==> src/rtl/shift_sequencer.sv <==
`default_nettype none
// ============================================================================
// Module   : shift_sequencer
// Purpose  : Splits a 0-63 position shift/rotate into passes of up to 7
//            through an external combinational 8-bit shifter.
// Revision : 1.0
// ============================================================================
module shift_sequencer #(
   parameter int CNT_W = 6
) (
   input  logic             clk,
   input  logic             rst,
   input  logic             req_valid,
   output logic             req_ready,
   input  logic [1:0]       req_fn,
   input  logic [7:0]       req_data,
   input  logic [CNT_W-1:0] req_count,
   output logic             rsp_valid,
   input  logic             rsp_ready,
   output logic [7:0]       rsp_data,
   output logic             rsp_carry,
   output logic             rsp_zero,
   output logic [1:0]       sh_fn,
   output logic [2:0]       sh_count,
   output logic [7:0]       sh_in,
   input  logic [7:0]       sh_out,
   input  logic             sh_c,
   output logic             busy
);

   typedef enum logic [1:0] {
      S_IDLE = 2'd0,
      S_STEP = 2'd1,
      S_DONE = 2'd2
   } state_t;

   localparam logic [CNT_W-1:0] C_MAX_CHUNK = CNT_W'(7);

   state_t           state_q, state_d;
   logic [1:0]       fn_q, fn_d;
   logic [7:0]       acc_q, acc_d;
   logic [CNT_W-1:0] rem_q, rem_d;
   logic             carry_q, carry_d;

   logic [2:0]       chunk;
   logic [CNT_W-1:0] rem_next;
   logic             is_shift;

   assign chunk    = (rem_q > C_MAX_CHUNK) ? 3'd7 : rem_q[2:0];
   assign rem_next = rem_q - CNT_W'(chunk);
   assign is_shift = ~fn_q[1];

   always_comb begin
      state_d = state_q;
      fn_d    = fn_q;
      acc_d   = acc_q;
      rem_d   = rem_q;
      carry_d = carry_q;
      case (state_q)
         S_IDLE: begin
            if (req_valid) begin
               fn_d    = req_fn;
               acc_d   = req_data;
               rem_d   = req_count;
               carry_d = 1'b0;
               state_d = S_STEP;
            end
         end
         S_STEP: begin
            acc_d = sh_out;
            rem_d = rem_next;
            // A zero-length pass (count 0) leaves the cleared carry untouched.
            if (!is_shift)
               carry_d = 1'b0;
            else if (chunk != 3'd0)
               carry_d = sh_c;
            if (rem_next == '0)
               state_d = S_DONE;
         end
         S_DONE: begin
            if (rsp_ready)
               state_d = S_IDLE;
         end
         default: state_d = S_IDLE;
      endcase
   end

   always_ff @(posedge clk or posedge rst) begin
      if (rst) begin
         state_q <= S_IDLE;
         fn_q    <= 2'd0;
         acc_q   <= 8'd0;
         rem_q   <= '0;
         carry_q <= 1'b0;
      end else begin
         state_q <= state_d;
         fn_q    <= fn_d;
         acc_q   <= acc_d;
         rem_q   <= rem_d;
         carry_q <= carry_d;
      end
   end

   // All outputs are pure decodes of registered state.
   assign req_ready = (state_q == S_IDLE);
   assign rsp_valid = (state_q == S_DONE);
   assign busy      = (state_q == S_STEP) || (state_q == S_DONE);
   assign rsp_data  = rsp_valid ? acc_q : 8'd0;
   assign rsp_carry = rsp_valid & carry_q;
   assign rsp_zero  = (rsp_data == 8'd0);

   assign sh_fn    = (state_q == S_STEP) ? fn_q  : 2'd0;
   assign sh_count = (state_q == S_STEP) ? chunk : 3'd0;
   assign sh_in    = (state_q == S_STEP) ? acc_q : 8'd0;

endmodule
`default_nettype wire
==> config.mk <==
export PLATFORM = sky130hd
export DESIGN_NAME = shift_sequencer
export DESIGN_NICKNAME = d
export VERILOG_FILES = /design/src/rtl/shift_sequencer.sv
export SDC_FILE = /design/constraint.sdc
export NUM_CORES = 1
export LEC_CHECK = 0
export CAP_MARGIN = 20
export CELL_PAD_IN_SITES_DETAIL_PLACEMENT = 1
export CELL_PAD_IN_SITES_GLOBAL_PLACEMENT = 1
export CORE_UTILIZATION = 40
export CTS_CLUSTER_SIZE = 20
export DETAILED_ROUTE_END_ITERATION = 8
export DONT_BUFFER_PORTS = 1
export GPL_ROUTABILITY_DRIVEN = 0
export PLACE_DENSITY_LB_ADDON = 0.05
export SLEW_MARGIN = 20
export SYNTH_ARGS = -nofsm -noshare
export SYNTH_HDL_FRONTEND = slang
export SYNTH_SLANG_ARGS = --single-unit
==> constraint.sdc <==
create_clock -name clk -period 2 [get_ports clk]
set_clock_uncertainty 0.05 [all_clocks]
set_input_delay 0.4 -clock clk [delete_from_list [all_inputs] [get_ports clk]]
set_output_delay 0.4 -clock clk [all_outputs]
set_load 0.005 [all_outputs]
==> load_flow_metrics.sql, run 1 <==
INSERT INTO impl_metrics (metric_group, metric, value, unit) VALUES
('pwr', 'power_density', '1780', 'nW/um^2'),
('timing', 'setup_repair_after_global_routing_missed_its_margin', 'true', ''),
('logic_synthesis', 'synthesis.yosys.warnings', '0', ''),
('final_layout', 'num_antenna_cells', '0', ''),
('placed_design', 'port-buffer-count', '0', ''),
('setup_path', 'slowest_stage', 'sky130_fd_sc_hd__dfrtp_1', ''),
('timing', 'slew_headroom', '0.491', ''),
('run_status', 'violations_in_the_final_reports', 'setup timing', ''),
('setup_path', 'worstReg2RegEnd', 'state_q[0]$_DFFE_PP0P_', ''),
('clock_network', 'tritoncts.num_buffers', '3', ''),
('worst_hold_path', 'min-delay-path-class', 'input pin to asynchronous set/reset pin', ''),
('pwr', 'p_seq_frac', '0.256', ''),
('pwr', 'sw_power', '1.24', 'mW'),
('clock_network', 'clock_insertion_delay_worst_skew', '0.30', 'ns'),
('setup_path', 'arrival_time_of_the_worst_setup_path', '1.58', 'ns'),
('timing', 'post-route-worst-setup-slack', '-0.0325', 'ns'),
('setup_path', 'rr_worst_depth', '6', ''),
('floorplanning', 'die_height', '58.4', 'um'),
('global_routing', 'grt_usage', '0.212', ''),
('setup_path', 'crit_path_max_incr_delay', '0.43', 'ns'),
('floorplanning', 'floorplan.initialDensity', '0.420', ''),
('drt', 'avgRoutedWirePerCell', '15.9', 'um'),
('timing', 'tightest_slew', '0.763', 'ns'),
('setup_path', 'crit_chain', 'ha_4, and2_4, nor4_4, nor4bb_4', ''),
('global_routing', 'first_pass_grt_wire_length', '5.55', 'mm'),
('logic_synthesis', 'yosysSeqAreaShare', '0.374', ''),
('clock_network', 'h-tree-depth', '1', ''),
('floorplanning', 'ios', '55', ''),
('clock_network', 'cts.root.buffer_cell', 'sky130_fd_sc_hd__clkbuf_4', ''),
('global_routing', 'use_met3', '0.0330', ''),
('final_layout', 'utilization', '0.519', ''),
('timing', 'setup_total_negative_slack', '-0.0325', 'ns'),
('final_layout', 'drive_gt1_frac', '0.268', ''),
('run_status', 'result_of_the_run', 'finished with violations', ''),
('global_routing', 'gr-total-overflow', '0', ''),
('setup_path', 'setup.worst_path.class', 'register to output port', ''),
('logic_synthesis', 'syn-mean-instance-area', '8.48', 'um^2'),
('pwr', 'power.share.combinational', '0.671', ''),
('logic_synthesis', 'postSynth.asyncResetShare', '1.00', ''),
('final_layout', 'area.growth.synth_to_final', '23.6', '%'),
('timing', 'layout_min_cycle_time', '2.03', 'ns'),
('logic_synthesis', 'yosys_register_bits', '19', ''),
('setup_path', 'worstSetupEndpointType', 'output port', ''),
('global_routing', 'number_of_global_route_vias_before_repair', '1153', ''),
('pwr', 'power_frac_clock', '0.073', ''),
('logic_synthesis', 'number_of_enable_type_register_cells_in_the_synthesized_netlist', '0', ''),
('clock_network', 'tritoncts', 'done', ''),
('drt', 'drt.antenna.violating_nets', '0', ''),
('flow_run', 'cap_violations', '0', ''),
('drt', 'initialDrtViolationCount', '34', ''),
('timing', 'finalHoldViolCount', '0', ''),
('clock_network', 'clock_sinks', '19', ''),
('drt', 'detail_route.vias_per_cell', '5.27', ''),
('timing', 'finalSetupViolations', '1', ''),
('logic_synthesis', 'synthesis.nets', '183', ''),
('floorplanning', 'dieArea', '3410', 'um^2'),
('final_layout', 'nets', '202', ''),
('logic_synthesis', 'synthesis.instances', '150', ''),
('timing', 'worst_hold_check_slack', '0.0583', 'ns'),
('timing', 'layout_worst_path_cycle_share', '1.02', ''),
('setup_path', 'reg2reg_setup_slack', '0.08', 'ns'),
('global_routing', 'grt_start_max_net_pins', '20', ''),
('floorplanning', 'floorplan.rows', '20', ''),
('placed_design', 'preCtsSetupSlack', '-0.0455', 'ns'),
('logic_synthesis', 'synth_area', '1270', 'um^2'),
('global_routing', 'globalRouteMet2Util', '0.358', ''),
('timing', 'achievable-frequency', '492', 'MHz'),
('pwr', 'vdd_drop_max', '0.731', 'mV'),
('logic_synthesis', 'flip_flop_cell_with_the_highest_count_after_synthesis', 'sky130_fd_sc_hd__dfrtp_1', ''),
('timing', 'finalMaxSlewViolations', '0', ''),
('clock_network', 'clk_pin_slew_worst_paths', '0.12', 'ns');
what timing repair did:
item                                    4_1_cts  5_1_grt
setup buffers                                 1        1
gates resized for setup                      14        7
hold endpoints to repair                      0        0
pin swaps                                     4        1
hold buffers                                  0        0
endpoints found under the setup margin        1        6
synth_stat cells, types with 2 or more instances:
master,instances,share of area
sky130_fd_sc_hd__nor2_1,16,0.047
sky130_fd_sc_hd__ha_1,4,0.039
sky130_fd_sc_hd__nor3_1,3,0.012
sky130_fd_sc_hd__a22oi_1,2,0.012
sky130_fd_sc_hd__or3_1,2,0.0098
sky130_fd_sc_hd__a21oi_1,4,0.016
sky130_fd_sc_hd__mux2i_1,11,0.087
sky130_fd_sc_hd__nand3_1,2,0.0079
sky130_fd_sc_hd__inv_1,7,0.021
sky130_fd_sc_hd__o21ai_0,17,0.067
sky130_fd_sc_hd__clkbuf_1,3,0.0088
sky130_fd_sc_hd__nand2_1,13,0.038
sky130_fd_sc_hd__o21bai_1,2,0.012
sky130_fd_sc_hd__mux2_2,2,0.018
sky130_fd_sc_hd__buf_2,2,0.0079
sky130_fd_sc_hd__and2_1,18,0.088
sky130_fd_sc_hd__dfrtp_1,19,0.37
sky130_fd_sc_hd__nor4_1,2,0.0098
cell type report:
type	instances	area, um^2
fill	369	1460
multi-input combinational	114	808
sequential	19	475
timing repair buffer	23	176
tap	44	55.1
inverter	8	30.0
clock buffer	3	22.5
clock inverter	1	5.00
state kept, by name, summed over array words and instances, names as in the netlist:
name,cells
acc_q,8
rem_q,6
fn_q,2
state_q,2
carry_q,1
worst max-delay path by stage:
| stage | from | to | slack (ns) | cells past startpoint |
|---|---|---|---|---|
| finish | state_q[1]$_DFFE_PP0P_ | rsp_zero | -0.03 | 4 |
| CTS | state_q[1]$_DFFE_PP0P_ | rsp_zero | -0.08 | 4 |
| global placement | state_q[0]$_DFFE_PP0P_ | rsp_zero | 0.06 | 5 |
| detailed placement | state_q[0]$_DFFE_PP0P_ | rsp_zero | -0.05 | 5 |
| global route | state_q[1]$_DFFE_PP0P_ | rsp_zero | -0.12 | 4 |
| floorplan | rem_q[3]$_DFFE_PP0P_ | state_q[0]$_DFFE_PP0P_ | 0.07 | 10 |
through the flow:
step	instance area, um^2	instances
2_1_floorplan	1270	150
3_3_place_gp	1440	206
3_5_place_dp	1440	206
4_1_cts	1530	211
5_1_grt	1570	212
6_report	1570	212
cell usage in the layout (no fill, tap or decap), drive strengths merged:
cell type   n
buf        23
dfrtp      19
and2       18
o21ai      17
nor2       16
nand2      13
mux2i      11
inv         7
a21oi       4
ha          4
nor3        3
clkbuf      3
o21bai      2
or3         2
nand3       2
mux2        2
a22oi       2
clkinv      2
nor4        2
and3        1
nand4       1
o31ai       1
nor3b       1
nor4b       1
o22ai       1
a31oi       1
a21boi      1
xnor2       1
a211oi      1
o31a        1
o21a        1
nand2b      1
nor4bb      1
nand4b      1
a22o        1
layer usage:
metal	wire (um)	vias to the layer above
met4	10	0
met2	1670	30
met1	1530	537
met3	152	2
met5	0	-
li1	-	549
power groups by stage:
stage / Sequential, mW / Clock, mW / Combinational [mW]
2_1_floorplan: 0.672 / 0 / 1.19
3_3_place_gp: 0.707 / 0 / 1.63
3_5_place_dp: 0.719 / 0 / 1.69
4_1_cts: 0.719 / 0.214 / 1.82
5_1_grt: 0.746 / 0.227 / 2.12
6_report: 0.718 / 0.205 / 1.88
critical path, delay by kind of cell (launching register included):
kind                       cells  cell delay, ns
and+or+nand+nor                3            0.66
DFF                            1            0.43
adders and majority gates      1            0.19
kinds of logic after synthesis:
kind of cell,synth area share
AND/OR/NAND/NOR,0.260
buffers and inverters,0.0619
AO/OA/AOI/OAI,0.154
multiplexers,0.104
XOR/XNOR,0.00688
adder cells (fa/ha/maj),0.0393
flip-flops,0.374
Power figures use the tool's default switching activity.
==> run 2: changes to the inputs <==
--- a/config.mk
+++ b/config.mk
@@ -8,7 +8,7 @@
 export CAP_MARGIN = 20
 export CELL_PAD_IN_SITES_DETAIL_PLACEMENT = 1
 export CELL_PAD_IN_SITES_GLOBAL_PLACEMENT = 1
-export CORE_UTILIZATION = 40
+export CORE_UTILIZATION = 35
 export CTS_CLUSTER_SIZE = 20
 export DETAILED_ROUTE_END_ITERATION = 8
 export DONT_BUFFER_PORTS = 1
==> load_flow_metrics.sql, run 2 (synthesis results as in run 1) <==
INSERT INTO impl_metrics (metric_group, metric, value, unit) VALUES
('setup_path', 'reg2reg_setup_slack', '0.13', 'ns'),
('floorplanning', 'core_area', '3420', 'um^2'),
('drt', 'initialDrtViolationCount', '21', ''),
('final_layout', 'biggestRegsByFlops', 'acc_q: 8 flops, rem_q: 6 flops', ''),
('placed_design', 'dpl.hpwl', '2.59', 'mm'),
('global_routing', 'grt_start_max_net_pins', '20', ''),
('timing', 'layout_worst_path_cycle_share', '1.02', ''),
('setup_path', 'worstReg2RegEnd', 'state_q[0]$_DFFE_PP0P_', ''),
('pwr', 'power.share.combinational', '0.670', ''),
('clock_network', 'cts.root.buffer_cell', 'sky130_fd_sc_hd__clkbuf_4', ''),
('pwr', 'p_leak', '0.684', 'nW'),
('drt', 'detail_route.vias_per_cell', '5.27', ''),
('floorplanning', 'ios', '55', ''),
('clock_network', 'h-tree-depth', '1', ''),
('clock_network', 'clock_insertion_delay_worst_skew', '0.31', 'ns'),
('pwr', 'power_frac_clock', '0.076', ''),
('setup_path', 'worst-path-buf-inv', '0', ''),
('floorplanning', 'floorplan.initialDensity', '0.373', ''),
('run_status', 'result_of_the_run', 'finished with violations', ''),
('timing', 'setup_repair_after_global_routing_missed_its_margin', 'true', ''),
('timing', 'achievable-frequency', '490', 'MHz'),
('floorplanning', 'floorplan.rows', '21', ''),
('global_routing', 'antenna_found_initial', '0', ''),
('final_layout', 'area.growth.synth_to_final', '22.5', '%'),
('setup_path', 'rr_worst_depth', '6', ''),
('timing', 'finalSetupViolations', '3', ''),
('setup_path', 'critical-path-top-delay-family', 'simple AND/OR/NAND/NOR gates', ''),
('timing', 'worst_hold_check_slack', '0.0360', 'ns'),
('pwr', 'switching_share', '0.444', ''),
('pwr', 'p_seq_frac', '0.254', ''),
('clock_network', 'tritoncts.num_buffers', '3', ''),
('final_layout', 'drive_gt1_frac', '0.267', ''),
('run_status', 'violations_in_the_final_reports', 'setup timing', ''),
('setup_path', 'setup.worst_path.class', 'register to output port', ''),
('setup_path', 'worstSetupEndpointType', 'output port', ''),
('setup_path', 'timing.critical_path.from_type', 'register', ''),
('setup_path', 'critical_path.reg2reg.startpoint', 'rem_q[3]$_DFFE_PP0P_', ''),
('timing', 'finalMaxSlewViolations', '0', ''),
('setup_path', 'slowest_stage', 'sky130_fd_sc_hd__dfrtp_1', ''),
('final_layout', 'largest_reg_flops', '8', ''),
('placed_design', 'port-buffer-count', '0', ''),
('pwr', 'power_density', '1800', 'nW/um^2'),
('drt', 'drc_errors', '0', ''),
('setup_path', 'biggest_fanout_along_the_worst_timing_path', '5', ''),
('drt', 'drt.antenna.violating_nets', '0', ''),
('clock_network', 'clock_sinks', '19', ''),
('global_routing', 'number_of_global_route_vias_before_repair', '1194', ''),
('final_layout', 'num_antenna_cells', '0', ''),
('drt', 'routed_wirelength', '3.27', 'mm'),
('final_layout', 'highest_count_cells_in_the_layout_ignoring_fill_and_taps', 'sky130_fd_sc_hd__dfrtp_1 (18), sky130_fd_sc_hd__buf_4 (18), sky130_fd_sc_hd__o21ai_0 (17)', ''),
('clock_network', 'cts.path.max_buffers', '2', ''),
('global_routing', 'gr-total-overflow', '0', ''),
('drt', 'dr_vias', '1112', ''),
('pwr', 'vdd_drop_max', '0.691', 'mV'),
('final_layout', 'nets', '199', ''),
('setup_path', 'crit_chain', 'ha_4, and2_4, nor4_4, nor4bb_4', ''),
('global_routing', 'grt_usage', '0.188', ''),
('final_layout', 'post-route-cell-area', '1560', 'um^2'),
('floorplanning', 'dieArea', '3880', 'um^2'),
('pwr', 'internal_power', '1.56', 'mW'),
('worst_hold_path', 'min-delay-path-class', 'input pin to asynchronous set/reset pin', ''),
('drt', 'avgRoutedWirePerCell', '15.5', 'um'),
('pwr', 'design_power_total', '2.80', 'mW'),
('timing', 'tightest_slew', '0.737', 'ns'),
('timing', 'layout_min_cycle_time', '2.04', 'ns'),
('timing', 'slew_headroom', '0.508', ''),
('clock_network', 'clk_pin_slew_worst_paths', '0.12', 'ns'),
('setup_path', 'arrival_time_of_the_worst_setup_path', '1.59', 'ns'),
('floorplanning', 'fp.dieW', '62.3', 'um'),
('flow_run', 'cap_violations', '0', ''),
('timing', 'setup_total_negative_slack', '-0.0781', 'ns'),
('timing', 'finalHoldViolCount', '0', ''),
('placed_design', 'detailed_place.area', '1420', 'um^2'),
('floorplanning', 'die_height', '62.3', 'um'),
('setup_path', 'start_point_of_the_critical_path', 'state_q[1]$_DFFE_PP0P_', ''),
('setup_path', 'crit_path_max_incr_delay', '0.43', 'ns'),
('setup_path', 'critPathRequiredTime', '1.55', 'ns'),
('final_layout', 'largest_register_by_flop_count', 'acc_q', ''),
('clock_network', 'cts-hold-fix-buffers', '0', ''),
('clock_network', 'tritoncts', 'done', ''),
('timing', 'post-route-worst-setup-slack', '-0.0411', 'ns'),
('global_routing', 'first_pass_grt_wire_length', '5.81', 'mm'),
('drt', 'firstDrtPassIters', '4', ''),
('pwr', 'sw_power', '1.24', 'mW');
run 2: area by class of cell:
cell class,count,area (um^2)
repair buffers,20,161
inverters,8,30.0
clock buffers,3,22.5
fillers,414,1860
well taps,46,57.6
flip-flops and latches,19,477
clock inverters,1,7.51
multi-input cells,114,803
run 2: stage by stage:
step	worst slack [ns]	std cells	utilization
after floorplan	0.0677	150	-
after global placement	0.0575	206	0.417
after detailed placement	-0.00317	206	0.417
after CTS	-0.0680	211	0.447
after global routing	-0.161	211	0.456
final	-0.0411	211	0.456
run 2: timing repair:
action,CTS,global route
setup endpoints to repair,3,29
resized for setup,15,8
pin swaps,3,3
setup buffers,1,0
run 2: how the worst max path moves through the flow:
stage | end | slack [ns] | cells after the start
floorplan | state_q[0]$_DFFE_PP0P_ | 0.07 | 10
global placement | rsp_zero | 0.06 | 5
detailed placement | rsp_zero | -0.003 | 5
CTS | rsp_zero | -0.07 | 4
global route | rsp_zero | -0.16 | 4
finish | rsp_zero | -0.04 | 4
run 2: power groups by stage:
| stage | sequential, mW | clock [mW] | combinational, mW |
|---|---|---|---|
| floorplan | 0.672 | 0 | 1.19 |
| global placement | 0.722 | 0 | 1.59 |
| detailed placement | 0.727 | 0 | 1.65 |
| CTS | 0.716 | 0.222 | 1.80 |
| global route | 0.740 | 0.241 | 2.14 |
| finish | 0.712 | 0.212 | 1.88 |
run 2: worst reg2reg max path, cell delays in order, from the launching register on:
cell	delay [ns]
sky130_fd_sc_hd__dfrtp_1	0.42
sky130_fd_sc_hd__or3_1	0.41
sky130_fd_sc_hd__nand2b_1	0.13
sky130_fd_sc_hd__ha_4	0.21
sky130_fd_sc_hd__o31ai_2	0.23
sky130_fd_sc_hd__nand3_1	0.17
sky130_fd_sc_hd__mux2i_1	0.15
run 2: routing by layer:
layer  vias to the layer above  share of wire  track usage
met5                         -              0            0
met2                        34           0.47        0.324
met1                       527           0.47        0.241
met4                         0          0.010       0.0523
li1                        547              -            -
met3                         4          0.050       0.0331
==> edit 1, RTL diff (settings of run 2) <==
Re-encode `state_t` (3 states) as one-hot, 3 bits wide.
--- a/src/rtl/shift_sequencer.sv
+++ b/src/rtl/shift_sequencer.sv
@@ -28,10 +28,10 @@
    output logic             busy
 );
 
-   typedef enum logic [1:0] {
-      S_IDLE = 2'd0,
-      S_STEP = 2'd1,
-      S_DONE = 2'd2
+   typedef enum logic [2:0] {
+      S_IDLE = 3'b001,
+      S_STEP = 3'b010,
+      S_DONE = 3'b100
    } state_t;
 
    localparam logic [CNT_W-1:0] C_MAX_CHUNK = CNT_W'(7);
Function: same outputs for any inputs over 10 cycles, from zero or initial values and one cycle with rst high; not proved beyond that.
==> edit 1 against run 2 <==
  * First-iteration DRC count increased by 29%
  * Non-clock buffer count shrank 3
  * Sequential cell count grew 1
  * Critical path depth up 3
  * Sequential share of layout area rose by 3.3 points
  * Die area increased by 1.4%
  * The run ends with hold timing left
  * Power is 12% lower
  * Highest routed layer unchanged
  * Worst setup slack improved by 0.049 ns
  * Synthesized area is 1.5% higher
  * Routed wire length is 11% higher
  * Largest power group unchanged
  * Combinational power down 34%
  * Critical endpoint is now state_q[1]
  * Final area down 4.9%
==> edit 1: results (changes against run 2) <==
* Crit path arrival time at 2.09 ns (+0.50 ns)
* Met3 Wirelength at 188 µm (+16%)
* Pin count of the biggest net entering global routing at 21 (+5.0%)
* Via density at 5.34 (+1.3%)
* Synth cell types at 40 (+2.6%)
* Sw Share at 40.7% (-3.7 points)
* Crit-path max FO at 3 (-2)
* Layout cell share with drive strength beyond 1 at 19.7% (-7.0 points)
* Failing checks: hold timing
* Post-synth top cells: nand2_1, nor2_1, and2_1, dfrtp_1, a31oi_1
* Worst hold slack at -0.00399 ns (-0.0400 ns)
* First-pass GRT wire length at 6.02 mm (+3.6%)
* Worst-path clk slew at 0.08 ns (-0.04 ns)
* Status: finished with violations
* Final hold violations at 7 (+7)
* Post-Synth Adder-Cell Area at 0.969% (-3.0 points)
* Maximum VDD drop at 0.573 mV (-17%)
* Register area share after synthesis at 38.9% (+1.5 points)
* Slew headroom at 75.5% (+25 points)
* Post-synthesis xor/xnor area fraction at 0.678% (-0.010 points)
* Latest clock arrival within the worst-skew pair at 0.26 ns (-0.05 ns)
* Post-synthesis mux area share at 0.775% (-9.6 points)
* Filler instances at 435 (+5.1%)
* Nets at 204 (+2.5%)
* WL/cell at 16.6 µm (+6.8%)
edit 1: cell count changes after synthesis, sizes merged, moves of 3 or more:
cell / change
nor2: +8
a31oi: +9
o21ai: -13
nand2: +24
ha: -3
inv: -3
mux2i: -10
edit 1: how the worst min path moves through the flow:
stage | end | cells past startpoint
finish | acc_q[3] | 2
floorplan | acc_q[0] | 1
global route | fn_q[0] | 2
global placement | acc_q[3] | 2
CTS | acc_q[3] | 2
detailed placement | acc_q[3] | 2
edit 1: worst max-delay path: cells and delay by family, from the launching register on:
family / cells / cell delay, ns
xor+xnor: 1 / 0.15
flops: 1 / 0.41
compound gates: 1 / 0.33
buf+inv: 1 / 0.13
fa+ha+maj: 1 / 0.19
simple gates: 3 / 0.62
edit 1: area by class of cell:
cell class	instances	share of cell area [%]
multi-input cells	128	47.8
flip-flops and latches	20	33.8
repair buffers	17	8.61
well taps	46	3.88
clock buffers	3	2.78
clock inverters	1	2.03
inverters	4	1.01
edit 1: through the flow:
step | hold WS, ns | util (%)
2_1_floorplan | 0.313 | -
3_3_place_gp | 0.288 | 39.8
3_5_place_dp | 0.291 | 39.8
4_1_cts | 0.00350 | 42.3
5_1_grt | 0.0159 | 43.1
6_report | -0.00399 | 43.1
edit 1: kinds of logic after synthesis:
| logic type | after synthesis |
|---|---|
| buffers and inverters | 13 |
| AO/OA/AOI/OAI | 27 |
| AND/OR/NAND/NOR | 98 |
| adder cells (fa/ha/maj) | 1 |
| XOR/XNOR | 1 |
| multiplexers | 1 |
| flip-flops | 20 |
edit 1: what timing repair did:
action                                  in CTS  in global routing
setup buffers                                2                  2
hold buffers                                 0                  0
resized for setup                            1                  3
pin swaps                                    1                  1
endpoints found under the setup margin       1                  6
edit 1: metal layers:
metal / GRT usage, % / up-vias
met5: 0 / -
met4: 5.81 / 0
met3: 4.38 / 4
met2: 29.9 / 35
met1: 27.9 / 568
li1: - / 562
edit 1: power by group through the flow:
stage | Combinational, µW | Clock (µW) | Sequential [µW]
2_1_floorplan | 871 | 0 | 771
3_3_place_gp | 1120 | 0 | 803
3_5_place_dp | 1160 | 0 | 816
4_1_cts | 1210 | 420 | 809
5_1_grt | 1410 | 436 | 849
6_report | 1250 | 409 | 809
==> edit 2, RTL diff (config.mk and constraints of run 2) <==
Made on the original files. Change the parameter `CNT_W` from 6 to 5.
--- a/src/rtl/shift_sequencer.sv
+++ b/src/rtl/shift_sequencer.sv
@@ -6,7 +6,7 @@
 // Revision : 1.0
 // ============================================================================
 module shift_sequencer #(
-   parameter int CNT_W = 6
+   parameter int CNT_W = 5
 ) (
    input  logic             clk,
    input  logic             rst,
Interface: changed (resized req_count); port bits go from 55 to 54. The function was not compared with the original's and may differ.
==> edit 2 against run 2 <==
  * Worst setup slack better by 0.14 ns
  * Sequential cell count shrank 1
  * Synthesized area is 5.1% lower
  * First-iteration DRC count increased by 29%
  * Critical endpoint unchanged
  * Largest power group unchanged
  * Via count fell by 14%
  * Clock power down 14%
  * Power decreased by 19%
  * Routed wire length shrank 15%
  * Non-clock buffer count decreased by 13
  * Highest routed layer unchanged
  * Global-route usage fell by 2.8 points
  * Final area decreased by 17%
==> edit 2: results (changes against run 2) <==
* Status: finished clean
* FF-to-FF setup slack at 0.17 ns (+0.04 ns)
* Crit path arrival time at 1.45 ns (-0.14 ns)
* Latest clock arrival within the worst-skew pair at 0.30 ns
* Layout cell share with drive strength beyond 1 at 15.4% (-11 points)
* Post-synth ARST share at 100% (unchanged)
* Clk buf depth at 2 (unchanged)
* Post-synthesis mux area share at 12.2% (+1.8 points)
* Filler instances at 389 (-6.0%)
* 1st-iter DRT viols at 27 (+29%)
* FF-to-FF Start: rem_q[4]
* First-pass GRT wire length at 4.18 mm (-28%)
* Top post-synthesis cells by area: dfrtp_1, and2_1, mux2i_1
* Crit path to: rsp_zero
* Grt met1 use at 20.7% (-3.4 points)
* Post-synthesis xor/xnor area fraction at 1.35% (+0.66 points)
* Drt pass-1 iters at 4 (unchanged)
* Synth cell types at 32 (-18%)
* Nets at 170 (-15%)
* Hpwl dp at 2.19 mm (-15%)
* Vias in the first global route at 887 (-26%)
* TritonCTS Buffers at 3 (unchanged)
* Reg2Reg Depth at 6 (unchanged)
* Pin count of the biggest net entering global routing at 19 (-5.0%)
* Post-synth top flop: dfrtp_1
* H-tree Lvls at 1 (unchanged)
* Antenna diodes at 0 (unchanged)
* Worst Hold Class: in2async
* Met3 global-route usage at 4.90% (+1.6 points)
* Post-Synth Adder-Cell Area at 4.15% (+0.21 points)
* Reg-to-Reg End: state_q[0]
* Initial antenna violation count at 0 (unchanged)
* Setup repair bufs after CTS at 0 (-1)
* Routing usage on met2 at 25.4% (-7.0 points)
* Port Buffers at 0 (unchanged)
* Synthesized Nets at 166 (-9.3%)
* Register area share after synthesis at 37.3% (-0.059 points)
* CTS Root Buffer Type: clkbuf_4
* WL final at 2.79 mm (-15%)
* Worst-margin pin slew at 0.708 ns (-0.0282 ns)
* Crit-path max FO at 4 (-1)
* Vias at 958 (-14%)
* Crit path from: acc_q[3]
* Yosys warns at 0 (unchanged)
* Biggest regs: acc_q x8, rem_q x5
* Maximum VDD drop at 0.724 mV (+4.7%)
* Total track usage at 16.0% (-2.8 points)
* Worst-path clk slew at 0.10 ns (-0.02 ns)
* Complex-gate fraction of the synthesized area at 13.6% (-1.9 points)
* Post-synth top cells: and2_1, dfrtp_1, nand2_1, mux2i_1, o21ai_1
* Pleak at 0.000581 µW (-15%)
* Final count of pins violating max slew at 0 (unchanged)
-- edit 2: changes by cell type after synthesis, sizes merged, moves of 3 or more --
cell / run 2 / this run
nand2: 13 / 18
or4: 0 / 3
o21ai: 17 / 13
nor2: 16 / 7
-- edit 2: power by group --
part / internal, µW / total [µW] / switching (µW)
logic: 616 / 1380 / 760
registers: 548 / 713 / 165
clock network: 70.2 / 182 / 111
-- edit 2: cell type report --
cell class	count	share of cell area, %
flip-flops and latches	18	34.6
repair buffers	7	4.33
well taps	44	4.23
multi-input cells	100	52.8
inverters	8	2.31
clock buffers	3	1.73
-- edit 2: how the worst min path moves through the flow --
stage,startpoint,end,depth (start not counted)
floorplan,rst,acc_q[0],1
global placement,rst,acc_q[0],1
detailed placement,rst,acc_q[0],1
CTS,rst,acc_q[7],1
global route,rst,acc_q[4],1
finish,rst,rem_q[1],1
-- edit 2: what timing repair did --
item / in CTS / in global routing
hold buffers: 0 / 0
endpoints found under the setup margin: 0 / 11
resized for setup: 0 / 2
-- edit 2: metrics by stage --
stage	hold slack (ns)	instance area, µm²	setup slack (ns)	cells	total power [µW]
after CTS	0.0587	1290	0.0748	180	2300
after global routing	0.0838	1300	0.00698	180	2510
after global placement	0.406	1270	0.165	177	2060
after floorplan	0.289	1210	0.225	134	1790
after detailed placement	0.393	1270	0.143	177	2110
final	0.0422	1300	0.103	180	2270
-- edit 2: layer usage --
metal | vias up | share of wire (%)
met4 | 0 | 1.5
met1 | 449 | 47
li1 | 463 | -
met2 | 41 | 44
met5 | - | 0
met3 | 5 | 8.0
-- edit 2: worst max-delay path: stages, from the launching register on --
cell	delay (ns)
dfrtp_1	0.41
or4_1	0.55
o21ai_1	0.19
